`src/rtl/lfsr_pkg.sv`:
```
// rtl/lfsr_pkg.sv - shared constants and state type for the LFSR random-number generator
package lfsr_pkg;

   localparam int          RND_NUM_W = 8;
   localparam logic [15:0] TAPS      = 16'hB400;
   localparam logic [15:0] RND_SEED  = 16'h0001;

   localparam logic [15:0] DEF_TAPS  = TAPS;
   localparam logic [15:0] DEF_SEED  = RND_SEED;

   typedef enum logic [1:0] {
      IDLE,
      SHIFT,
      CHECK
   } rng_state_t;

endpackage

```
`src/rtl/lfsr_core.sv`:
```
// rtl/lfsr_core.sv - Fibonacci LFSR register with step enable, seeded load and lock-up guard
module lfsr_core #(
   parameter int          W    = 16,
   parameter logic [W-1:0] TAPS = W'(lfsr_pkg::DEF_TAPS),
   parameter logic [W-1:0] SEED = W'(lfsr_pkg::DEF_SEED)
) (
   input  logic         clk_i,
   input  logic         rst_ni,
   input  logic         step_i,
   input  logic         load_i,
   input  logic [W-1:0] load_val_i,
   output logic [W-1:0] state_o
);

   always_ff @(posedge clk_i or negedge rst_ni) begin
      if (!rst_ni) begin
         state_o <= SEED;
      end else if (load_i) begin
         state_o <= (load_val_i == '0) ? SEED : load_val_i;
      end else if (state_o == '0) begin
         // an all-zero register can never leave zero on its own
         state_o <= SEED;
      end else if (step_i) begin
         state_o <= {state_o[W-2:0], ^(state_o & TAPS)};
      end
   end

endmodule

```
`src/rtl/lfsr_rng.sv`:
```
// rtl/lfsr_rng.sv - bounded random-number generator: request FSM, rejection sampling, fallback
module lfsr_rng #(
   parameter int           W         = 16,
   parameter logic [W-1:0] TAPS      = W'(lfsr_pkg::DEF_TAPS),
   parameter logic [W-1:0] SEED      = W'(lfsr_pkg::DEF_SEED),
   parameter int           OUT_W     = lfsr_pkg::RND_NUM_W,
   parameter int           MAX_TRIES = 4,
   parameter bit           FREE_RUN  = 1'b1
) (
   input  logic             clk_i,
   input  logic             rst_ni,
   input  logic             seed_valid_i,
   input  logic [W-1:0]     seed_i,
   input  logic             req_i,
   input  logic [OUT_W-1:0] max_i,
   output logic             ready_o,
   output logic             rnd_valid_o,
   output logic [OUT_W-1:0] rnd_o
);
   import lfsr_pkg::*;

   localparam int TRY_W = (MAX_TRIES > 1) ? $clog2(MAX_TRIES) : 1;
   localparam int CNT_W = (OUT_W > 1) ? $clog2(OUT_W) : 1;

   if (OUT_W > W || W < 3 || MAX_TRIES < 1 || SEED == '0) begin : g_param_check
      $error("lfsr_rng: illegal parameter combination");
   end

   rng_state_t       state, state_nxt;
   logic [W-1:0]     s;
   logic             step;
   logic [OUT_W-1:0] max_q, mask_q, cand, rnd_q;
   logic [TRY_W-1:0] tries;
   logic [CNT_W-1:0] cnt;
   logic             valid_q;
   logic             in_range, retry;
   logic [OUT_W:0]   fallback;
   logic             unused_bits;

   // all ones from the most significant set bit of v downwards
   function automatic logic [OUT_W-1:0] fill_mask(input logic [OUT_W-1:0] v);
      logic [OUT_W-1:0] m;
      m = v;
      for (int i = OUT_W - 2; i >= 0; i--) m[i] = m[i] | m[i+1];
      return m;
   endfunction

   assign cand        = s[OUT_W-1:0] & mask_q;
   assign in_range    = cand <= max_q;
   assign retry       = (int'(tries) + 1) < MAX_TRIES;
   assign fallback    = {1'b0, cand} - ({1'b0, max_q} + 1'b1);
   assign unused_bits = ^{s, fallback[OUT_W]};

   lfsr_core #(
      .W    (W),
      .TAPS (TAPS),
      .SEED (SEED)
   ) u_core (
      .clk_i      (clk_i),
      .rst_ni     (rst_ni),
      .step_i     (step),
      .load_i     (seed_valid_i),
      .load_val_i (seed_i),
      .state_o    (s)
   );

   always_comb begin
      state_nxt = state;
      step      = 1'b0;
      case (state)
         IDLE: begin
            step = FREE_RUN;
            if (req_i) state_nxt = SHIFT;
         end
         SHIFT: begin
            step = 1'b1;
            if (cnt == CNT_W'(OUT_W - 1)) state_nxt = CHECK;
         end
         CHECK: begin
            state_nxt = (in_range || !retry) ? IDLE : SHIFT;
         end
         default: state_nxt = IDLE;
      endcase
      // a seed load aborts any request in flight
      if (seed_valid_i) begin
         state_nxt = IDLE;
         step      = 1'b0;
      end
   end

   always_ff @(posedge clk_i or negedge rst_ni) begin
      if (!rst_ni) begin
         state   <= IDLE;
         max_q   <= '0;
         mask_q  <= '0;
         tries   <= '0;
         cnt     <= '0;
         rnd_q   <= '0;
         valid_q <= 1'b0;
      end else begin
         state   <= state_nxt;
         valid_q <= 1'b0;
         if (!seed_valid_i) begin
            case (state)
               IDLE: begin
                  if (req_i) begin
                     max_q  <= max_i;
                     mask_q <= fill_mask(max_i);
                     tries  <= '0;
                     cnt    <= '0;
                  end
               end
               SHIFT: cnt <= cnt + 1'b1;
               CHECK: begin
                  if (in_range) begin
                     rnd_q   <= cand;
                     valid_q <= 1'b1;
                  end else if (retry) begin
                     tries <= tries + 1'b1;
                     cnt   <= '0;
                  end else begin
                     rnd_q   <= fallback[OUT_W-1:0];
                     valid_q <= 1'b1;
                  end
               end
               default: ;
            endcase
         end
      end
   end

   assign ready_o     = (state == IDLE);
   assign rnd_valid_o = valid_q;
   assign rnd_o       = rnd_q;

endmodule

```
`config.mk`:
```
export PLATFORM = sky130hd
export DESIGN_NAME = lfsr_rng
export DESIGN_NICKNAME = d
export VERILOG_FILES = /design/src/rtl/lfsr_pkg.sv /design/src/rtl/lfsr_core.sv /design/src/rtl/lfsr_rng.sv
export SDC_FILE = /design/constraint.sdc
export NUM_CORES = 1
export LEC_CHECK = 0
export BUFFER_PORTS_ARGS = -buffer_cell sky130_fd_sc_hd__clkbuf_2
export CORE_UTILIZATION = 57
export DETAILED_ROUTE_END_ITERATION = 8
export GPL_ROUTABILITY_DRIVEN = 0
export PLACE_DENSITY = 0.85
export SYNTH_ARGS = -nofsm -noshare
export SYNTH_HDL_FRONTEND = slang
export SYNTH_SLANG_ARGS = --single-unit
```
`constraint.sdc`:
```
create_clock -name clk_i -period 3.35 [get_ports clk_i]
set_input_delay 0.1675 -clock clk_i [delete_from_list [all_inputs] [get_ports clk_i]]
set_output_delay 0.1675 -clock clk_i [all_outputs]
set_load 0.005 [all_outputs]
```
==> impl_metrics.tcl <==
set metrics [dict create \
    clock_latency_ns 0.31 \
    wire_per_inst_um 16.78 \
    path_class "register to register" \
    grtUsageMet2 0.3941 \
    drt_iter0_drc 162 \
    busiest_layer "met2" \
    synth_edf_count 0 \
    netlist_area_mm2 0.002769 \
    design_area_mm2 0.003156 \
    cts_tree "done" \
    dpl.hpwl_um 4519 \
    yosys.area.top_type "dfrtp_1" \
    core_area_mm2 0.004504 \
    endpoint "rnd_o[0]$_DFFE_PN0P_" \
    met3_usage 0.05767 \
    r2r-start "u_core.state_o[6]$_DFFE_PN0P_" \
    firstDrtPassIters 6 \
    start_kind "register" \
    timing.fmax_ghz 0.3831 \
    cts_setup_buffers 0 \
    synth_nets 319 \
    ys_seq_area_frac 0.4252 \
    worst-r2r-cell-count 8 \
    synth_area_leaders "dfrtp_1 (42%), mux2i_1 (6.1%), ha_1 (5.4%)" \
    slew_violations 0 \
    antenna_cells 0 \
    fin_crit_sh 0.7791 \
    cp.arrival_ns 2.80 \
    ant_nets 0 \
    grt_pass1_vias 2135 \
    clk_path_buf_depth 2 \
    layout.nets 359 \
    crit_path_end_kind "register" \
    ys.flop_type "dfrtp_1" \
    cts_root_buf "clkbuf_8" \
    drc_errors 0 \
    relSlewSlack 0.5853 \
    vias_per_cell 6.092 \
    cp_data_required_time_ns 3.54 \
    grt-ovfl-total 0 \
    area_growth_pct 13.96 \
    ys_types 53 \
    layout_min_cycle_time_ns 2.610 \
    crit_fanout 8 \
    avgSynthCellArea_um2 9.960 \
    vias 2260 \
    rsz0062_at_grt "no" \
    setup_violations 0 \
    wl_um 6224 \
    pin_count 38 \
    finalSetupTns_ns 0 \
    placementRows 24 \
    ys_ff_latch 47 \
    grt_max_degree 48 \
    startpoint "u_core.state_o[6]$_DFFE_PN0P_" \
    async_flop_share 1.000 \
    r2r_setup_slack_ns 0.74 \
    yosys.area.top_type_share 0.4157 \
    dieHeight_um 71.70 \
    grt_pass1_wl_um 10210 \
    port_buffers 37 \
    cts_buffers 5 \
    hp-class "input pin to register" \
    total_power_w 0.001652 \
    status "completed" \
    p_per_area_mw_per_mm2 523.4 \
    antenna_found_initial 0 \
    numClockSinks 47 \
    vdd_drop_max_v 0.0002969 \
    cts-htree-levels 2 \
    yosysWarningCount 0 \
    die_w_um 71.70 \
    path_clk_slew_ns 0.09 \
    worst_slew_pin_slew_ns 0.6221 \
    initial_core_util 0.6147 \
    drive_gt1_frac 0.2163 \
    fp.dieArea_mm2 0.005140 \
    cellLeakagePower_nw 1.469 \
    maxCapViolCount 0 \
    timing.rr.end "rnd_o[0]$_DFFE_PN0P_" \
    syn_inst 278 \
    track_usage 0.2586 \
    placed_area_mm2 0.003009 \
    clock_skew_ns 0.008534 \
    met1_usage 0.3498 \
    hold_viol 0 \
]
[per-stage QoR]
stage | utilization | hold WS [ns] | cells | setup WS [ns]
5_1_grt | 0.7006 | 0.09081 | 371 | 0.6472
2_1_floorplan | - | -0.1281 | 278 | 0.9778
3_5_place_dp | 0.6681 | 0.2876 | 362 | 0.8060
3_3_place_gp | 0.6681 | 0.2905 | 362 | 0.8239
6_report | 0.7006 | 0.08200 | 371 | 0.7400
4_1_cts | 0.7006 | 0.08151 | 371 | 0.7760
[cells in the mapped netlist (4+ instances only)]
cell type and instances:
a21o_1 5, a21oi_1 15, and2_1 4, clkbuf_1 5
dfrtp_1 46, ha_1 12, inv_1 19, mux2_4 8
mux2i_1 17, nand2_1 23, nand2b_1 8, nor2_1 26
nor4_1 7, o21ai_0 25
[how the worst min path moves through the flow]
stage / to / depth (start not counted) / from / slack (ns)
CTS: u_core.state_o[14]$_DFFE_PN0P_ / 3 / seed_i[14] / 0.08
floorplan: cnt[0]$_DFFE_PN0P_ / 0 / rst_ni / -0.13
detailed placement: rnd_valid_o$_DFF_PN0_ / 2 / rst_ni / 0.29
finish: u_core.state_o[8]$_DFFE_PN0P_ / 3 / seed_i[8] / 0.08
global route: max_q[0]$_DFFE_PN0P_ / 3 / max_i[0] / 0.09
global placement: rnd_valid_o$_DFF_PN0_ / 2 / rst_ni / 0.29
[timing repair]
| item | 4_1_cts | 5_1_grt |
|---|---|---|
| gates resized for setup | 0 | 0 |
| hold buffers | 1 | 0 |
| hold endpoints to repair | 46 | 0 |
[sequential cells by signal, indices dropped and copies added, names as in the netlist]
signal,cells
u_core.state_o,16
max_q,8
rnd_o,8
mask_q,7
cnt,3
state,2
tries,2
rnd_valid_o,1
[per-layer routing]
metal / vias up / routed length, um
met3: 15 / 300
met4: 0 / 186
met2: 73 / 2888
li1: 1077 / -
met5: - / 0
met1: 1095 / 2850
[cell usage in the layout, fill, tap and decap left out, types with 2 or more instances in the layout]
cell type / instances
a211o_1: 2
a211oi_1: 3
a21o_1: 5
a21oi_1: 15
a22oi_1: 3
a31oi_1: 2
a41oi_1: 2
and2_1: 4
and3b_1: 2
buf_4: 3
bufinv_16: 2
clkbuf_2: 37
clkbuf_8: 5
dfrtp_1: 46
ha_1: 12
inv_1: 19
mux2_2: 3
mux2_4: 8
mux2i_1: 17
nand2_1: 23
nand2b_1: 8
nor2_1: 26
nor2b_1: 3
nor3_1: 3
nor4_1: 7
nor4b_1: 2
o211ai_1: 2
o21ai_0: 25
xnor2_1: 3
[layout make-up]
type | instances | area (um2)
flip-flops and latches | 47 | 1177
inverters | 19 | 71.32
clock inverters | 3 | 67.56
repair buffers | 41 | 217.7
clock buffers | 5 | 68.82
multi-input cells | 204 | 1488
fillers | 332 | 1349
well taps | 52 | 65.06
[cells by family after synthesis]
logic type / share of synthesized area
buffers and inverters: 0.03751
AO/OA/AOI/OAI: 0.1853
flip-flops: 0.4252
adder cells (fa/ha/maj): 0.06145
XOR/XNOR: 0.01265
multiplexers: 0.1211
AND/OR/NAND/NOR: 0.1568
[worst max-delay path, stage by stage, from the launching register on]
cell and delay (ns):
dfrtp_1 0.43, nand2_1 0.12, inv_1 0.06, ha_1 0.39, and3_4 0.26, a221oi_4 0.35, a21o_1 0.30, mux2_4 0.34
mux2_4 0.25
[where the power goes]
group          leakage [nW]  switching (W)  internal [W]  total (W)
combinational         0.841       0.000288      0.000218   0.000506
clock                0.0644       0.000195      0.000297   0.000492
sequential            0.564      0.0000379      0.000615   0.000653
total                  1.47       0.000521       0.00113    0.00165
(Power assumes the default switching activity.)
